File: src/rtl/cmp_pkg.sv
// Shared definitions for the comparator result debouncer.
// Provides the relation codes published on out_state, the debouncer FSM
// state encoding, and a decoder that turns the comparator's one-hot
// Sm/Eq/Gt flags into a relation code plus a legality bit.
package cmp_pkg;

   localparam logic [1:0] CMP_NONE = 2'b00;
   localparam logic [1:0] CMP_SM   = 2'b01;
   localparam logic [1:0] CMP_EQ   = 2'b10;
   localparam logic [1:0] CMP_GT   = 2'b11;

   typedef enum logic [1:0] {
      ST_IDLE   = 2'b00,
      ST_TRACK  = 2'b01,
      ST_LOCKED = 2'b10
   } cmp_state_t;

   // Returns {legal, code}. Only a strictly one-hot flag set is legal.
   function automatic logic [2:0] cmp_decode(input logic eq, input logic gt, input logic sm);
      logic [2:0] result;
      case ({sm, eq, gt})
         3'b100:  result = {1'b1, CMP_SM};
         3'b010:  result = {1'b1, CMP_EQ};
         3'b001:  result = {1'b1, CMP_GT};
         default: result = {1'b0, CMP_NONE};
      endcase
      return result;
   endfunction

endpackage

File: src/rtl/sat_counter.sv
// Saturating up-counter.
// Ports:
//   clk   - rising-edge clock
//   rst_n - asynchronous active-low reset
//   clr   - synchronous clear, wins over inc
//   inc   - count up by one this cycle (ignored once all-ones)
//   value - current count
module sat_counter #(
   parameter int W = 8
) (
   input  logic         clk,
   input  logic         rst_n,
   input  logic         clr,
   input  logic         inc,
   output logic [W-1:0] value
);

   // The count sticks at all-ones rather than wrapping back to zero.
   always_ff @(posedge clk or negedge rst_n) begin
      if (!rst_n) begin
         value <= '0;
      end else if (clr) begin
         value <= '0;
      end else if (inc && (value != '1)) begin
         value <= value + 1'b1;
      end
   end

endmodule

File: src/rtl/cmp_result_debouncer.sv
// Debounces the Eq/Gt/Sm flags of the 4-bit magnitude comparator.
// A relation is published only after STABLE_CNT consecutive identical
// valid samples; idle cycles (in_valid=0) do not break a run. Once a
// relation is published it is held until a different relation has been
// stable for a full run (hysteresis). Illegal flag patterns set a sticky
// error and restart tracking without disturbing the published relation.
// Ports:
//   clk          - rising-edge clock
//   rst_n        - asynchronous active-low reset
//   clr          - synchronous clear, same effect as reset, beats in_valid
//   in_valid     - eq/gt/sm carry a sample this cycle
//   eq, gt, sm   - comparator A==B, A>B, A<B flags
//   out_valid    - a stable relation has been published
//   out_state    - published relation: 00 none, 01 SM, 10 EQ, 11 GT
//   change_pulse - one-cycle pulse when the published relation changes
//   gt_count     - saturating count of entries into published GT
//   err          - sticky illegal-flag indicator
module cmp_result_debouncer
   import cmp_pkg::*;
#(
   parameter int STABLE_CNT = 4,
   parameter int CNT_W      = 8
) (
   input  logic             clk,
   input  logic             rst_n,
   input  logic             clr,
   input  logic             in_valid,
   input  logic             eq,
   input  logic             gt,
   input  logic             sm,
   output logic             out_valid,
   output logic [1:0]       out_state,
   output logic             change_pulse,
   output logic [CNT_W-1:0] gt_count,
   output logic             err
);

   localparam logic [7:0] STABLE_RUN = 8'(STABLE_CNT);

   cmp_state_t state, state_next;
   logic [1:0] candidate, cand_next;
   logic [7:0] run, run_next;
   logic [2:0] dec;
   logic       legal;
   logic [1:0] code;
   logic       publish;
   logic       illegal;
   logic       changed;
   logic       out_valid_next;
   logic [1:0] out_state_next;
   logic       change_next;
   logic       err_next;
   logic       gt_inc;

   assign dec   = cmp_decode(eq, gt, sm);
   assign legal = dec[2];
   assign code  = dec[1:0];

   // State register plus all registered outputs. clr behaves exactly like
   // reset but synchronously, and it discards any sample presented with it.
   always_ff @(posedge clk or negedge rst_n) begin
      if (!rst_n) begin
         state        <= ST_IDLE;
         candidate    <= CMP_NONE;
         run          <= '0;
         out_valid    <= 1'b0;
         out_state    <= CMP_NONE;
         change_pulse <= 1'b0;
         err          <= 1'b0;
      end else if (clr) begin
         state        <= ST_IDLE;
         candidate    <= CMP_NONE;
         run          <= '0;
         out_valid    <= 1'b0;
         out_state    <= CMP_NONE;
         change_pulse <= 1'b0;
         err          <= 1'b0;
      end else begin
         state        <= state_next;
         candidate    <= cand_next;
         run          <= run_next;
         out_valid    <= out_valid_next;
         out_state    <= out_state_next;
         change_pulse <= change_next;
         err          <= err_next;
      end
   end

   // Next-state logic. A sample that differs from the tracked candidate
   // starts a fresh run of length one; a run reaching STABLE_RUN publishes
   // on the same edge that accepts the qualifying sample. In LOCKED the
   // run counter is left at STABLE_RUN while matching samples arrive.
   always_comb begin
      state_next = state;
      cand_next  = candidate;
      run_next   = run;
      publish    = 1'b0;
      illegal    = 1'b0;
      if (in_valid) begin
         if (!legal) begin
            illegal    = 1'b1;
            state_next = ST_IDLE;
            cand_next  = CMP_NONE;
            run_next   = '0;
         end else begin
            case (state)
               ST_IDLE: begin
                  cand_next  = code;
                  run_next   = 8'd1;
                  state_next = ST_TRACK;
                  publish    = (STABLE_RUN == 8'd1);
               end
               ST_TRACK: begin
                  if (code == candidate) begin
                     run_next = run + 8'd1;
                     publish  = ((run + 8'd1) == STABLE_RUN);
                  end else begin
                     cand_next = code;
                     run_next  = 8'd1;
                     publish   = (STABLE_RUN == 8'd1);
                  end
               end
               ST_LOCKED: begin
                  if (code != out_state) begin
                     cand_next  = code;
                     run_next   = 8'd1;
                     state_next = ST_TRACK;
                     publish    = (STABLE_RUN == 8'd1);
                  end
               end
               default: begin
                  state_next = ST_IDLE;
                  cand_next  = CMP_NONE;
                  run_next   = '0;
               end
            endcase
            if (publish) begin
               state_next = ST_LOCKED;
            end
         end
      end
   end

   // Output logic. A publish that re-confirms the current relation (possible
   // after a flicker that never completed a run) neither pulses nor counts.
   always_comb begin
      changed        = !out_valid || (cand_next != out_state);
      out_valid_next = out_valid;
      out_state_next = out_state;
      change_next    = 1'b0;
      err_next       = err | illegal;
      gt_inc         = 1'b0;
      if (publish) begin
         out_valid_next = 1'b1;
         out_state_next = cand_next;
         change_next    = changed;
         gt_inc         = changed && (cand_next == CMP_GT);
      end
   end

   sat_counter #(
      .W(CNT_W)
   ) u_gt_counter (
      .clk  (clk),
      .rst_n(rst_n),
      .clr  (clr),
      .inc  (gt_inc),
      .value(gt_count)
   );

endmodule
File: config.mk
export PLATFORM = sky130hd
export DESIGN_NAME = cmp_result_debouncer
export DESIGN_NICKNAME = d
export VERILOG_FILES = /design/src/rtl/cmp_pkg.sv /design/src/rtl/sat_counter.sv /design/src/rtl/cmp_result_debouncer.sv
export SDC_FILE = /design/constraint.sdc
export NUM_CORES = 1
export LEC_CHECK = 0
export CAP_MARGIN = 20
export CORE_UTILIZATION = 60
export CTS_CLUSTER_DIAMETER = 50
export DETAILED_ROUTE_END_ITERATION = 7
export PLACE_DENSITY = 0.84
export SLEW_MARGIN = 20
export SYNTH_ARGS = -nofsm -noshare
export SYNTH_HDL_FRONTEND = slang
export SYNTH_HIERARCHICAL = 1
export SYNTH_SLANG_ARGS = --single-unit
File: constraint.sdc
create_clock -name clk -period 8.1 [get_ports clk]
set_input_delay 0.81 -clock clk [delete_from_list [all_inputs] [get_ports clk]]
set_output_delay 0.81 -clock clk [all_outputs]
set_load 0.01 [all_outputs]
==> metrics.txt <==
# TYPE chip_impl_metric gauge
chip_impl_metric{name="dpl-instance-area",unit="sq mm"} 0.00199
chip_impl_metric{name="drc",unit=""} 2
chip_impl_metric{name="distinct_cell_type_count_after_synthesis",unit=""} 65
chip_impl_metric{name="post_synth.cell_area_avg",unit="sq um"} 8.62
chip_impl_metric{name="synth-edff-count",unit=""} 0
chip_impl_info{name="failed_checks",value="design-rule violations"} 1
chip_impl_metric{name="synthesis.instances",unit=""} 211
chip_impl_metric{name="nNetsFinal",unit=""} 233
chip_impl_metric{name="place.port_buffers",unit=""} 19
chip_impl_metric{name="placedCellCount",unit=""} 249
chip_impl_metric{name="post-cts-setup-buffers",unit=""} 0
chip_impl_metric{name="cts-htree-levels",unit=""} 1
chip_impl_metric{name="floorplan.core_area",unit="sq mm"} 0.00281
chip_impl_info{name="worst_setup_path_start_kind",value="primary input"} 1
chip_impl_metric{name="layout-area-overhead-vs-synth",unit="%"} 10.3
chip_impl_metric{name="maxClockFrequency",unit="MHz"} 241
chip_impl_metric{name="routedWlPerCell",unit="microns"} 15.3
chip_impl_metric{name="post_drt_via_cell_ratio",unit=""} 6.45
chip_impl_metric{name="grt_start_max_net_pins",unit=""} 26
chip_impl_info{name="synthFlopType",value="dfrtp_1"} 1
chip_impl_info{name="hold_path_class",value="primary input to async pin"} 1
chip_impl_info{name="biggest_area_consumer_among_synthesized_cells",value="dfrtp_1"} 1
chip_impl_metric{name="p_leak",unit="nW"} 0.749
chip_impl_metric{name="pre_antenna_drt_iters",unit=""} 6
chip_impl_metric{name="timing.max_slew.rel_slack",unit=""} 0.439
chip_impl_metric{name="routed-wl-met2",unit="mm"} 1.88
chip_impl_metric{name="final.setup_skew",unit="ns"} 0.00345
chip_impl_metric{name="cts_max_path_buffers",unit=""} 2
chip_impl_info{name="run_status",value="finished with violations"} 1
chip_impl_metric{name="period_needed",unit="ns"} 4.15
chip_impl_metric{name="max_ir_drop_vdd",unit="mV"} 0.0803
chip_impl_metric{name="clock_insertion_delay_worst_skew",unit="ns"} 0.31
chip_impl_metric{name="path_clk_slew",unit="ns"} 0.13
chip_impl_metric{name="sequential_share_of_the_synthesized_area",unit=""} 0.344
chip_impl_metric{name="power",unit="mW"} 0.215
chip_impl_metric{name="routed-via-count",unit=""} 1631
chip_impl_metric{name="placementRows",unit=""} 19
chip_impl_metric{name="dieArea",unit="sq mm"} 0.00326
chip_impl_metric{name="antenna_found_initial",unit=""} 0
chip_impl_metric{name="met3RoutedLength",unit="microns"} 179
chip_impl_info{name="highest_layer",value="met4"} 1
chip_impl_metric{name="finalSetupTns",unit="ns"} 0
chip_impl_metric{name="critical_path.max_fanout",unit=""} 15
chip_impl_metric{name="finish.instance_area",unit="sq mm"} 0.00201
chip_impl_metric{name="final_min_period_over_clock_period",unit=""} 0.512
chip_impl_metric{name="synth-async-reset-ratio",unit=""} 1.00
chip_impl_metric{name="syn_area",unit="sq mm"} 0.00182
chip_impl_metric{name="initial_utilization",unit=""} 0.649
chip_impl_metric{name="grt_first_pass_wirelength",unit="mm"} 6.48
chip_impl_metric{name="cts.sink_count",unit=""} 25
chip_impl_metric{name="io_pins",unit=""} 20
chip_impl_metric{name="finalSetupViolations",unit=""} 0
chip_impl_metric{name="grt.overflow.total",unit=""} 0
chip_impl_info{name="tritoncts_clock_tree",value="built"} 1
chip_impl_metric{name="final_util",unit=""} 0.715
chip_impl_metric{name="initialDrtViolationCount",unit=""} 109
chip_impl_metric{name="post-dp-hpwl",unit="mm"} 2.80
chip_impl_metric{name="number_of_global_route_vias_before_repair",unit=""} 1419
chip_impl_metric{name="drt-total-wl",unit="mm"} 3.88
chip_impl_metric{name="numCtsBuffers",unit=""} 3
chip_impl_metric{name="fraction_of_layout_instances_using_a_drive_strength_above_1",unit=""} 0.0766
chip_impl_metric{name="all_layer_gr_usage",unit=""} 0.249
chip_impl_metric{name="synth_fp_nets",unit=""} 221
chip_impl_metric{name="cts-hold-fix-buffers",unit=""} 0
chip_impl_metric{name="cellPowerDensity",unit="mW/mm^2"} 107
chip_impl_metric{name="worstPathArrival",unit="ns"} 4.32
chip_impl_metric{name="timing.max_cap.violations",unit=""} 0
chip_impl_metric{name="die-width",unit="microns"} 57.1
chip_impl_metric{name="synth.ff_latch_count",unit=""} 25
chip_impl_metric{name="dieHeight",unit="microns"} 57.1
chip_impl_metric{name="worst_ep_required_time",unit="ns"} 8.27
chip_impl_info{name="clock-root-buffer",value="clkbuf_4"} 1
chip_impl_metric{name="yosys_warnings",unit=""} 6
chip_impl_metric{name="timing_max_transition_violations_final",unit=""} 0
chip_impl_info{name="critical_path.endpoint_type",value="flip-flop"} 1
chip_impl_info{name="rsz0062_at_grt",value="false"} 1
chip_impl_metric{name="synth.top_cell.area_share",unit=""} 0.344
chip_impl_metric{name="layoutNonFillerInstCount",unit=""} 253
chip_impl_metric{name="cts_repair_resize_count",unit=""} 0
chip_impl_metric{name="antennaDiodeCount",unit=""} 0
chip_impl_metric{name="gp_routability_congestion",unit=""} 0.948
chip_impl_metric{name="route.layer.met1.wl",unit="mm"} 1.79
chip_impl_info{name="synth_top_cells_by_area",value="dfrtp_1 34%, nand2_1 3.9%, o21ai_0 3.6%"} 1
chip_impl_info{name="crit_type",value="primary input to flip-flop"} 1
chip_impl_metric{name="drt.antenna.violating_nets",unit=""} 0
chip_impl_metric{name="report.final.hold_viol_count",unit=""} 0
chip_impl_metric{name="slew_at_the_pin_with_the_worst_max_slew_slack",unit="ns"} 0.839
==> final timing paths <==
path	from	to	slack, ns	cells past startpoint
max in group asynchronous	rst_n	u_gt_counter/value[4]$_DFFE_PN0P_	7.26	1
min	rst_n	run[2]$_DFFE_PN0P_	0.47	1
max	gt	u_gt_counter/value[5]$_DFFE_PN0P_	3.95	10
min reg2reg	err$_DFF_PN0_	err$_DFF_PN0_	0.53	2
min in group clk	err$_DFF_PN0_	err$_DFF_PN0_	0.53	2
max reg2reg	run[0]$_DFFE_PN0P_	u_gt_counter/value[5]$_DFFE_PN0P_	4.58	10
==> per-layer routing <==
layer  up-vias  global-route usage
li1        801                   -
met1       787               0.354
met2        39               0.402
met3         4              0.0363
met4         0              0.0662
met5         -                   0
==> cell usage after synthesis, types with 4 or more instances <==
cell type	instances
a31oi_1	4
nor2b_1	7
nand3_1	8
nor3b_1	4
xnor2_1	6
o21ai_0	13
nand2b_1	6
buf_2	5
nor2_1	14
a21oi_1	8
nor3_1	10
nand2_1	19
dfrtp_1	25
clkbuf_1	4
inv_1	9
==> power by group <==
group / switching [mW] / internal [mW] / total (mW) / leakage (nW)
sequential: 0.00236 / 0.126 / 0.129 / 0.346
combinational: 0.0189 / 0.0128 / 0.0317 / 0.387
clock: 0.0358 / 0.0192 / 0.0549 / 0.0150
total: 0.0570 / 0.158 / 0.215 / 0.749
==> stage by stage <==
stage	setup slack, ns	hold slack (ns)
2_1_floorplan	4.84	0.491
3_3_place_gp	3.84	0.505
3_5_place_dp	3.70	0.512
4_1_cts	4.00	0.532
5_1_grt	3.62	0.499
6_report	3.95	0.468
==> critical path, stage by stage <==
cell	delay [ns]
clkdlybuf4s50_1	0.76
nor2b_1	0.38
a32oi_1	0.15
o22ai_1	0.36
nand4_1	0.32
o21bai_2	0.30
a311oi_2	0.50
nand3_1	0.21
a2111oi_0	0.43
nor3b_1	0.09
==> area by class of cell <==
cell class | instances | area, sq um
timing repair buffer | 19 | 185
multi-input combinational | 165 | 1100
fill | 225 | 798
clock buffer | 4 | 26.3
inverter | 9 | 33.8
sequential | 25 | 626
tap | 31 | 38.8
==> state kept, by name (all words and copies together), names as in the netlist <==
register and flops:
u_gt_counter/value 8, candidate 2, state 2, out_state 2, change_pulse 1, err 1
out_valid 1, run 8
==> logic make-up after synthesis <==
| kind of cell | Yosys count | synth area share |
|---|---|---|
| multiplexers | 5 | 0.0289 |
| adder cells (fa/ha/maj) | 4 | 0.0261 |
| flip-flops | 25 | 0.344 |
| buffers and inverters | 21 | 0.0530 |
| XOR/XNOR | 8 | 0.0385 |
| AO/OA/AOI/OAI | 58 | 0.232 |
| AND/OR/NAND/NOR | 90 | 0.278 |
==> placed cells by master (no fill, tap or decap), types with 4 or more instances in the layout <==
cell | netlist | final
clkdlybuf4s50_1 | 0 | 18
nor2b_1 | 7 | 7
nor3b_1 | 4 | 4
nor2_1 | 14 | 14
nor3_1 | 10 | 10
inv_1 | 9 | 9
xnor2_1 | 6 | 6
nand2b_1 | 6 | 6
a21oi_1 | 8 | 8
o21ai_0 | 13 | 13
nand3_1 | 8 | 8
a31oi_1 | 4 | 4
dfrtp_1 | 25 | 25
nand2_1 | 19 | 19
(Power assumes the default switching activity.)
